`src/rtl/game_pkg.sv`:
```
// game_pkg: state encodings, colour constants and the tick-speedup helper shared by the game blocks
package game_pkg;
  localparam logic [1:0] STATE_START = 2'b00;
  localparam logic [1:0] STATE_PLAY  = 2'b01;
  localparam logic [1:0] STATE_OVER  = 2'b10;
  localparam logic [2:0] BLACK = 3'b000;
  localparam logic [2:0] BLUE  = 3'b001;
  localparam logic [2:0] GREEN = 3'b010;
  localparam logic [2:0] RED   = 3'b100;
  localparam logic [2:0] WHITE = 3'b111;
  typedef enum logic [1:0] {
    ST_START = STATE_START,
    ST_PLAY  = STATE_PLAY,
    ST_OVER  = STATE_OVER
  } game_state_e;
  // fall rate doubles every 8 lines, capped at 8x
  function automatic int unsigned speed_shift(input int unsigned lines);
    return (lines >> 3) > 3 ? 3 : lines >> 3;
  endfunction
endpackage

```
`src/rtl/game_flow_ctrl_if.sv`:
```
// game_flow_ctrl_if: key inputs, datapath status and sequencer outputs of the game flow controller
interface game_flow_ctrl_if #(parameter int SCORE_W = 8);
  logic               start_key, left_key, right_key, down_key;
  logic               game_over, line_cleared;
  logic [1:0]         game_state;
  logic               tick, left_req, right_req, down_req;
  logic [SCORE_W-1:0] score;
  modport master (
    input  start_key, left_key, right_key, down_key, game_over, line_cleared,
    output game_state, tick, left_req, right_req, down_req, score
  );
  modport slave (
    output start_key, left_key, right_key, down_key, game_over, line_cleared,
    input  game_state, tick, left_req, right_req, down_req, score
  );
endinterface

```
`src/rtl/key_edge_sync.sv`:
```
// key_edge_sync: two-flop synchronizer followed by a registered rising-edge pulse
module key_edge_sync (
  input  logic clk,
  input  logic rst_n,
  input  logic key_i,
  output logic edge_o
);
  logic [1:0] sync_q;
  logic       prev_q, edge_q;
  // synchronize, remember the last level, and pulse once per rise
  always_ff @(posedge clk or negedge rst_n)
    if (!rst_n) begin
      sync_q <= '0;
      prev_q <= 1'b0;
      edge_q <= 1'b0;
    end else begin
      sync_q <= {sync_q[0], key_i};
      prev_q <= sync_q[1];
      edge_q <= sync_q[1] & ~prev_q;
    end
  assign edge_o = edge_q;
endmodule

```
`src/rtl/game_flow_ctrl.sv`:
```
// game_flow_ctrl: game state machine, fall-tick timebase, per-tick move requests and line score
// Optional build macro GAME_SPEEDUP_EN shortens the tick period as the score grows.
module game_flow_ctrl
  import game_pkg::*;
#(
  parameter int TICK_DIV  = 25_000_000,
  parameter int OVER_HOLD = 2,
  parameter int SCORE_W   = 8
) (
  input logic              CLK_50M,
  input logic              RST_N,
  game_flow_ctrl_if.master bus
);
  localparam int CW = $clog2(TICK_DIV + 1);
  localparam int HW = $clog2(OVER_HOLD + 2);
  localparam logic [SCORE_W-1:0] SCORE_MAX = '1;
  game_state_e        state_q, state_d;
  logic [CW-1:0]      cnt_q, cnt_d, period;
  logic [HW-1:0]      hold_q, hold_d;
  logic [2:0]         flag_q, flag_d, keep, req_q, req_d;
  logic               tick_q, tick_d;
  logic [SCORE_W-1:0] score_q, score_d;
  logic               start_e, left_e, right_e, down_e;
  logic               state_chg, wrap, flag_live;
  key_edge_sync u_start (.clk(CLK_50M), .rst_n(RST_N), .key_i(bus.start_key), .edge_o(start_e));
  key_edge_sync u_left  (.clk(CLK_50M), .rst_n(RST_N), .key_i(bus.left_key),  .edge_o(left_e));
  key_edge_sync u_right (.clk(CLK_50M), .rst_n(RST_N), .key_i(bus.right_key), .edge_o(right_e));
  key_edge_sync u_down  (.clk(CLK_50M), .rst_n(RST_N), .key_i(bus.down_key),  .edge_o(down_e));
  assign state_chg = state_d != state_q;
  assign wrap      = state_q != ST_START && cnt_q == period - CW'(1);
  assign flag_live = state_q == ST_PLAY && !state_chg;
`ifdef GAME_SPEEDUP_EN
  logic [CW-1:0] period_q, period_d;
  assign period_d = (state_chg || wrap) ? CW'(TICK_DIV >> speed_shift(32'(score_d))) : period_q;
  // period relatches only at a wrap or a state entry so a running count never changes length
  always_ff @(posedge CLK_50M or negedge RST_N)
    if (!RST_N) period_q <= CW'(TICK_DIV);
    else        period_q <= period_d;
  assign period = period_q;
`else
  assign period = CW'(TICK_DIV);
`endif
  // next game state; an illegal encoding falls back to START
  always_comb begin
    state_d = state_q;
    case (state_q)
      ST_START: state_d = start_e ? ST_PLAY : ST_START;
      ST_PLAY:  state_d = bus.game_over ? ST_OVER : ST_PLAY;
      ST_OVER:  state_d = (start_e && hold_q >= HW'(OVER_HOLD)) ? ST_START : ST_OVER;
      default:  state_d = ST_START;
    endcase
  end
  // timebase, OVER hold count, sticky move flags and score
  always_comb begin
    cnt_d     = (state_chg || state_q == ST_START || wrap) ? '0 : cnt_q + 1'b1;
    hold_d    = state_chg ? '0 :
                (state_q == ST_OVER && wrap && hold_q < HW'(OVER_HOLD)) ? hold_q + 1'b1 : hold_q;
    tick_d    = state_q == ST_PLAY && wrap;
    keep      = tick_q ? 3'b000 : flag_q;
    flag_d[0] = flag_live & (left_e ? ~right_e : (right_e ? 1'b0 : keep[0]));
    flag_d[1] = flag_live & (right_e ? ~left_e : (left_e ? 1'b0 : keep[1]));
    flag_d[2] = flag_live & (down_e | keep[2]);
    req_d     = tick_d ? flag_d : 3'b000;
    score_d   = (state_q == ST_START && state_d == ST_PLAY) ? '0 :
                (state_q == ST_PLAY && bus.line_cleared && score_q != SCORE_MAX) ? score_q + 1'b1 : score_q;
  end
  // state and output registers
  always_ff @(posedge CLK_50M or negedge RST_N)
    if (!RST_N) begin
      state_q <= ST_START;
      cnt_q   <= '0;
      hold_q  <= '0;
      flag_q  <= '0;
      req_q   <= '0;
      tick_q  <= 1'b0;
      score_q <= '0;
    end else begin
      state_q <= state_d;
      cnt_q   <= cnt_d;
      hold_q  <= hold_d;
      flag_q  <= flag_d;
      req_q   <= req_d;
      tick_q  <= tick_d;
      score_q <= score_d;
    end
  assign bus.game_state = state_q;
  assign bus.tick       = tick_q;
  assign bus.left_req   = req_q[0];
  assign bus.right_req  = req_q[1];
  assign bus.down_req   = req_q[2];
  assign bus.score      = score_q;
endmodule

```
`src/flat_wrapper.sv`:
```
// flat-port wrapper written by rule: the top's interface ports become plain ports
module game_flow_ctrl_flat import game_pkg::*;
#(
  parameter int TICK_DIV  = 25_000_000,
  parameter int OVER_HOLD = 2,
  parameter int SCORE_W   = 8
)
  (CLK_50M, RST_N, bus_start_key, bus_left_key, bus_right_key, bus_down_key, bus_game_over, bus_line_cleared, bus_game_state, bus_tick, bus_left_req, bus_right_req, bus_down_req, bus_score);
  game_flow_ctrl_if #(.SCORE_W(SCORE_W)) bus_i ();
  input logic CLK_50M;
  input logic RST_N;
  input wire logic [$bits(bus_i.start_key)-1:0] bus_start_key;
  input wire logic [$bits(bus_i.left_key)-1:0] bus_left_key;
  input wire logic [$bits(bus_i.right_key)-1:0] bus_right_key;
  input wire logic [$bits(bus_i.down_key)-1:0] bus_down_key;
  input wire logic [$bits(bus_i.game_over)-1:0] bus_game_over;
  input wire logic [$bits(bus_i.line_cleared)-1:0] bus_line_cleared;
  output wire logic [$bits(bus_i.game_state)-1:0] bus_game_state;
  output wire logic [$bits(bus_i.tick)-1:0] bus_tick;
  output wire logic [$bits(bus_i.left_req)-1:0] bus_left_req;
  output wire logic [$bits(bus_i.right_req)-1:0] bus_right_req;
  output wire logic [$bits(bus_i.down_req)-1:0] bus_down_req;
  output wire logic [$bits(bus_i.score)-1:0] bus_score;
  assign bus_i.start_key = bus_start_key;
  assign bus_i.left_key = bus_left_key;
  assign bus_i.right_key = bus_right_key;
  assign bus_i.down_key = bus_down_key;
  assign bus_i.game_over = bus_game_over;
  assign bus_i.line_cleared = bus_line_cleared;
  assign bus_game_state = bus_i.game_state;
  assign bus_tick = bus_i.tick;
  assign bus_left_req = bus_i.left_req;
  assign bus_right_req = bus_i.right_req;
  assign bus_down_req = bus_i.down_req;
  assign bus_score = bus_i.score;
  game_flow_ctrl #(.TICK_DIV(TICK_DIV), .OVER_HOLD(OVER_HOLD), .SCORE_W(SCORE_W)) u_core (.CLK_50M(CLK_50M), .RST_N(RST_N), .bus(bus_i));
endmodule
```
`config.mk`:
```
export PLATFORM = sky130hd
export DESIGN_NAME = game_flow_ctrl_flat
export DESIGN_NICKNAME = d
export VERILOG_FILES = /design/src/rtl/game_pkg.sv /design/src/rtl/game_flow_ctrl_if.sv /design/src/rtl/key_edge_sync.sv /design/src/rtl/game_flow_ctrl.sv /design/src/flat_wrapper.sv
export SDC_FILE = /design/constraint.sdc
export NUM_CORES = 1
export LEC_CHECK = 0
export CORE_MARGIN = 1
export CORE_UTILIZATION = 30
export CTS_CLUSTER_SIZE = 20
export DETAILED_ROUTE_END_ITERATION = 10
export SLEW_MARGIN = 20
export SYNTH_ARGS = -nofsm -noshare
export SYNTH_HDL_FRONTEND = slang
export SYNTH_SLANG_ARGS = --single-unit
```
`constraint.sdc`:
```
create_clock -name CLK_50M -period 2.16 [get_ports CLK_50M]
set_input_delay 0.648 -clock CLK_50M [delete_from_list [all_inputs] [get_ports CLK_50M]]
set_output_delay 0.648 -clock CLK_50M [all_outputs]
set_load 0.05 [all_outputs]
```
==> flow_summary.toml, run 1 <==
[grt]
grt_pass1_wl_mm = 8.08
antenna_found_initial = 0
grt_pass1_vias = 1746
overflow = 0
grt_max_degree = 44
grt_usage_pct = 12.1

[layout]
layout.nets = 282
n_antenna_cell = 0
final_common_cell = "dfrtp_1"
area_growth_pct = 23.8
nFillCells = 822
final_cell_mix = "dfrtp_1 (60), nor2_1 (35), buf_4 (19)"
drive_gt1_share_pct = 17.8

[sta]
rsz0062_at_grt = "false"
slew-limit-headroom_pct = 65.4
maxSlewViolCount = 0
min_period_over_period_pct = 97.1
max_freq_mhz = 477
setup-tns-final_ps = 0
tightest_slew_ps = 516
timing_hold_violations_final = 0
finalCriticalPeriod_ps = 2100
skew_ps = 7.51
setup_viol = 0
fin_hold_ws_ps = 237

[place]
dpl.hpwl_mm = 3.17
gp_congestion = 0.794
io_buffer_count = 21

[synth]
avgSynthCellArea_um2 = 10.9
synth_fa_ha_area_share_pct = 1.48
syn_area_mm2 = 0.00253
ys_seq_elements = 60
synth-simple-area-share_pct = 23.4
synth_cell_types = 37
synth.area.mux_share_pct = 0.396
syn-num-nets = 243
synth-xor-area-share_pct = 9.35
synthCells = 232
synth_top_family_by_area = "simple AND/OR/NAND/NOR gates"
yosysSeqAreaShare_pct = 59.4
synth_compound_gate_area_share_pct = 4.70
yosysWarnings = 0

[floorplan]
die_w_um = 93.8
initial_utilization_pct = 30.9
std_cell_rows = 33
die_h_um = 93.8
coreArea_mm2 = 0.00818
top_level_ports = 22
die-area_mm2 = 0.00880

[power]
ir_drop_mv = 0.602
cellLeakagePower_uw = 0.00135
p_per_area_mw_per_mm2 = 881

[worst_setup_path]
worst-setup-path-type = "reg2out"
path_buf_inv = 1
path_cells = "clkdlybuf4s50_1"
crit_path_max_fanout = 1
cp.required_ps = 1510
end_kind = "primary output"
slowest_delay_ps = 790
crit_slowest_cell = "clkdlybuf4s50_1"
cp.arrival_ps = 1450
start_kind = "flip-flop"
crit_family = "buffers and inverters"

[drt]
drt-wirelength-per-cell_um = 12.0
dr.pass1.iters = 4
drt_wl_total_mm = 4.57
vias = 1747
drt_iter0_drc = 54
drc = 0
vias_per_cell = 4.59
ant_nets = 0

[job]
max-cap-violations = 0

[min_path]
hold_class = "in2async"

[clocking]
clkSinkCount = 60
cts_buffers = 9
cts_tree = "done"
clock_latency_ps = 340
cts-root-buf = "clkbuf_8"
cts_buffer_depth = 2
htree_levels = 3
post-cts-setup-buffer-count = 0
clkSlewWorstSetupHoldPaths_ps = 70

[status]
status = "finished clean"
==> per-layer routing <==
layer,track usage (%),wire length [µm],up-vias
met4,6.54,89,0
met5,0,0,-
met3,3.64,150,8
met1,15.2,2250,841
li1,-,-,874
met2,18.6,2080,24
==> logic make-up after synthesis <==
group                    Yosys count
multiplexers                       1
flip-flops                        60
AO/OA/AOI/OAI                     19
XOR/XNOR                          27
buffers and inverters              8
AND/OR/NAND/NOR                  114
adder cells (fa/ha/maj)            3
==> cell type report <==
type,instances,area [µm²],area share [%]
Clock buffer,9,124,3.96
Clock inverter,7,76.3,2.44
Inverter,5,18.8,0.600
Multi-Input combinational cell,164,1000,32.0
Sequential cell,60,1500,48.0
Tap cell,105,131,4.20
Timing Repair Buffer,31,278,8.87
==> cell usage after synthesis <==
cell type  number  area, µm²
a21boi_0        1       7.51
a21oi_1         6       30.0
a31o_2          2       17.5
a31oi_1         1       6.26
and2_1          2       12.5
and2b_2         2       17.5
and3_1          4       25.0
and3_2          1       7.51
and4_1          2       17.5
and4_4          1       11.3
buf_2           2       10.0
clkbuf_1        1       3.75
dfrtp_1        60       1500
ha_1            3       37.5
inv_1           5       18.8
mux2i_1         1       10.0
nand2_1        15       56.3
nand2_2         1       6.26
nand2b_1        2       12.5
nand3_1        14       70.1
nand4_1         7       43.8
nor2_1         35        131
nor2b_1         6       37.5
nor3_1         11       55.1
nor3b_1         1       7.51
nor4_1          3       18.8
nor4_2          1       12.5
nor4bb_1        1       10.0
o211ai_1        3       22.5
o21a_1          2       15.0
o21ai_0         4       20.0
or2_2           1       6.26
or3_1           2       12.5
or3b_1          1       8.76
or4_4           1       11.3
xnor2_1        12        105
xor2_1         15        131
==> what timing repair did <==
item | CTS | global route
hold buffers | 0 | 0
gates resized for setup | 0 | 1
endpoints found under the hold margin | 0 | 0
endpoints found under the setup margin | 0 | 1
==> report_power, final <==
group | internal (µW) | switching [µW]
Sequential | 1190 | 66.2
Clock | 537 | 464
Combinational | 176 | 324
Total | 1900 | 854
==> worst paths after layout <==
check / from / slack [ps] / end / cells after the start
max: u_core.req_q[0]$_DFF_PN0_ / 60 / bus_left_req / 1
min: RST_N / 240 / u_core.cnt_q[11]$_DFF_PN0_ / 1
max reg2reg: u_core.cnt_q[0]$_DFF_PN0_ / 120 / u_core.hold_q[1]$_DFFE_PN0P_ / 6
min reg2reg: u_core.u_down.sync_q[0]$_DFF_PN0_ / 360 / u_core.u_down.sync_q[1]$_DFF_PN0_ / 0
max in group asynchronous: RST_N / 1350 / u_core.cnt_q[22]$_DFF_PN0_ / 2
min in group CLK_50M: u_core.u_down.sync_q[0]$_DFF_PN0_ / 360 / u_core.u_down.sync_q[1]$_DFF_PN0_ / 0
==> registers in the layout, summed over array words and instances (netlist names) <==
signal                 cells
u_core.u_down.sync_q       2
u_core.u_left.prev_q       1
u_core.u_start.edge_o      1
u_core.req_q               3
u_core.bus.game_state      2
u_core.u_right.edge_o      1
u_core.u_down.prev_q       1
u_core.cnt_q              25
u_core.u_right.prev_q      1
u_core.u_down.edge_o       1
u_core.hold_q              2
u_core.u_start.prev_q      1
u_core.flag_q              3
u_core.bus.score           8
u_core.u_right.sync_q      2
u_core.bus.tick            1
u_core.u_left.edge_o       1
u_core.u_left.sync_q       2
u_core.u_start.sync_q      2
==> stage by stage <==
stage	total power, µW	worst slack [ps]	cell area (µm²)	util [%]	instances
global route	2900	11.8	3130	38.3	381
detailed placement	1790	89.9	2920	35.8	365
floorplan	1570	164	2530	-	232
global placement	1780	149	2920	35.8	365
finish	2760	61.9	3130	38.3	381
CTS	2800	28.6	3120	38.2	381
Note: power is estimated with default switching activity, not from simulation.
==> run 2: changes to the inputs <==
--- a/config.mk
+++ b/config.mk
@@ -5,10 +5,10 @@
 export SDC_FILE = /design/constraint.sdc
 export NUM_CORES = 1
 export LEC_CHECK = 0
-export CORE_MARGIN = 1
 export CORE_UTILIZATION = 30
 export CTS_CLUSTER_SIZE = 20
 export DETAILED_ROUTE_END_ITERATION = 10
+export DONT_BUFFER_PORTS = 1
 export SLEW_MARGIN = 20
 export SYNTH_ARGS = -nofsm -noshare
 export SYNTH_HDL_FRONTEND = slang
==> run 2 against run 1 <==
Effect of this change:
- flip-flop and latch count stayed put
- global-route usage up 0.59 points
- sequential power hardly changed
- critical path depth rose by 5
- clock power increased by 10%
- combinational power up 5.8%
- cell area shrank 2.4%
- critical endpoint is now u_core.hold_q[1]$_DFFE_PN0P_
- via count is 1.1% lower
==> flow_summary.toml, run 2 (synthesis gave the netlist of run 1 again) <==
[power]
swShare_pct = 29.3
p_per_area_mw_per_mm2 = 935
p_clk_share_pct = 38.4
p_int_uw = 2020
ir_drop_mv = 0.495
power_uw = 2860
cellLeakagePower_uw = 0.00132
seqPwrFrac_pct = 43.1
power_switching_uw = 838
power_frac_comb_pct = 18.5

[clocking]
cts_buffers = 9
clkSinkCount = 60
cts-root-buf = "clkbuf_8"
cts_buffer_depth = 2
clock_latency_ps = 340
clkSlewWorstSetupHoldPaths_ps = 70
htree_levels = 3
cts_tree = "done"

[sta]
fin_hold_ws_ps = 155
setup-tns-final_ps = 0
skew_ps = 7.32
tightest_slew_ps = 548
worst_slack_ps = 103
slew-limit-headroom_pct = 63.4
rsz0062_at_grt = "false"
finalCriticalPeriod_ps = 2060
max_freq_mhz = 486
maxSlewViolCount = 0
setup_viol = 0
min_period_over_period_pct = 95.2
timing_hold_violations_final = 0

[layout]
largest_reg_flops = 25
final_cell_mix = "dfrtp_1 (60), nor2_1 (35), buf_4 (18)"
regMostFlops = "u_core.cnt_q"
drive_gt1_share_pct = 17.4
area_growth_pct = 20.8
n_antenna_cell = 0
layout.nets = 271
final_common_cell = "dfrtp_1"

[grt]
grt_max_degree = 61
grt_pass1_vias = 1714
overflow = 0
grt_pass1_wl_mm = 8.34
antenna_found_initial = 0
grt_usage_pct = 12.7

[drt]
drt-wirelength-per-cell_um = 12.6
dr.pass1.iters = 4
vias_per_cell = 4.67
drc = 0
ant_nets = 0
drt_wl_total_mm = 4.65
vias = 1728
drt_iter0_drc = 87

[worst_setup_path]
crit_path_max_fanout = 4
start_kind = "flip-flop"
timing.rr.start = "u_core.cnt_q[0]$_DFF_PN0_"
worst-setup-path-type = "reg2reg"
end_kind = "flip-flop"
cp.arrival_ps = 2320
cp.required_ps = 2420
startpoint = "u_core.cnt_q[0]$_DFF_PN0_"

[floorplan]
initial_utilization_pct = 30.9
die-area_mm2 = 0.00880
die_w_um = 93.8
die_h_um = 93.8
coreArea_mm2 = 0.00818
std_cell_rows = 33
top_level_ports = 22

[job]
max-cap-violations = 0

[place]
dpl.hpwl_mm = 3.18
gp_congestion = 0.820
place_ws_ps = 62.5
io_buffer_count = 0

[status]
status = "finished clean"

[min_path]
hold_class = "in2async"
[run 2: path summary, 6_finish.rpt]
kind                                                          end  slack, ps  depth (start not counted)
worst max-delay path                 u_core.hold_q[1]$_DFFE_PN0P_        100                          6
worst min-delay path                    u_core.cnt_q[2]$_DFF_PN0_        160                          1
worst max register to register       u_core.hold_q[1]$_DFFE_PN0P_        100                          6
worst min register to register  u_core.u_down.sync_q[1]$_DFF_PN0_        350                          0
max in group asynchronous              u_core.cnt_q[10]$_DFF_PN0_       1730                          1
min in group CLK_50M            u_core.u_left.sync_q[0]$_DFF_PN0_        330                          0
[run 2: layer usage]
layer,wire length [µm],track usage (%)
met1,2250,17.0
met2,2120,17.9
met3,189,3.56
met4,95,8.08
met5,0,0
[run 2: area by class of cell]
class | instances | area (µm²)
timing repair buffer | 20 | 183
fill | 821 | 5120
multi-input combinational | 164 | 1000
clock buffer | 11 | 131
sequential | 60 | 1500
tap | 105 | 131
clock inverter | 5 | 86.3
inverter | 5 | 18.8
[run 2: critical path, cell delays in order, from the launching register on]
cell	delay [ps]
dfrtp_1	390
ha_2	190
and4_4	260
nand2_2	60
or4_4	540
or3b_1	390
a21oi_1	160
[run 2: timing repair]
| action | 4_1_cts | 5_1_grt |
|---|---|---|
| hold buffers | 1 | 0 |
| resized for setup | 0 | 2 |
| setup buffers | 0 | 2 |
| setup endpoints to repair | 0 | 1 |
| hold endpoints to repair | 60 | 0 |
[run 2: power groups by stage]
stage | clock network (µW) | logic, µW | registers (µW)
floorplan | 0 | 194 | 1380
detailed placement | 0 | 499 | 1250
global placement | 0 | 495 | 1250
global route | 1180 | 585 | 1240
finish | 1100 | 529 | 1230
CTS | 1130 | 528 | 1230
[run 2: through the flow]
step | cell area [µm²] | util (%) | instances
finish | 3060 | 37.4 | 370
global route | 3060 | 37.4 | 370
CTS | 3030 | 37.1 | 368
detailed placement | 2790 | 34.1 | 351
global placement | 2790 | 34.1 | 351
floorplan | 2530 | - | 232
==> run 3: changes to the inputs <==
--- a/config.mk
+++ b/config.mk
@@ -5,6 +5,7 @@
 export SDC_FILE = /design/constraint.sdc
 export NUM_CORES = 1
 export LEC_CHECK = 0
+export CAP_MARGIN = 30
 export CORE_UTILIZATION = 30
 export CTS_CLUSTER_SIZE = 20
 export DETAILED_ROUTE_END_ITERATION = 10
==> results of run 3 <==
No change in the layout: final DEF, timing and power equal those of run 2.
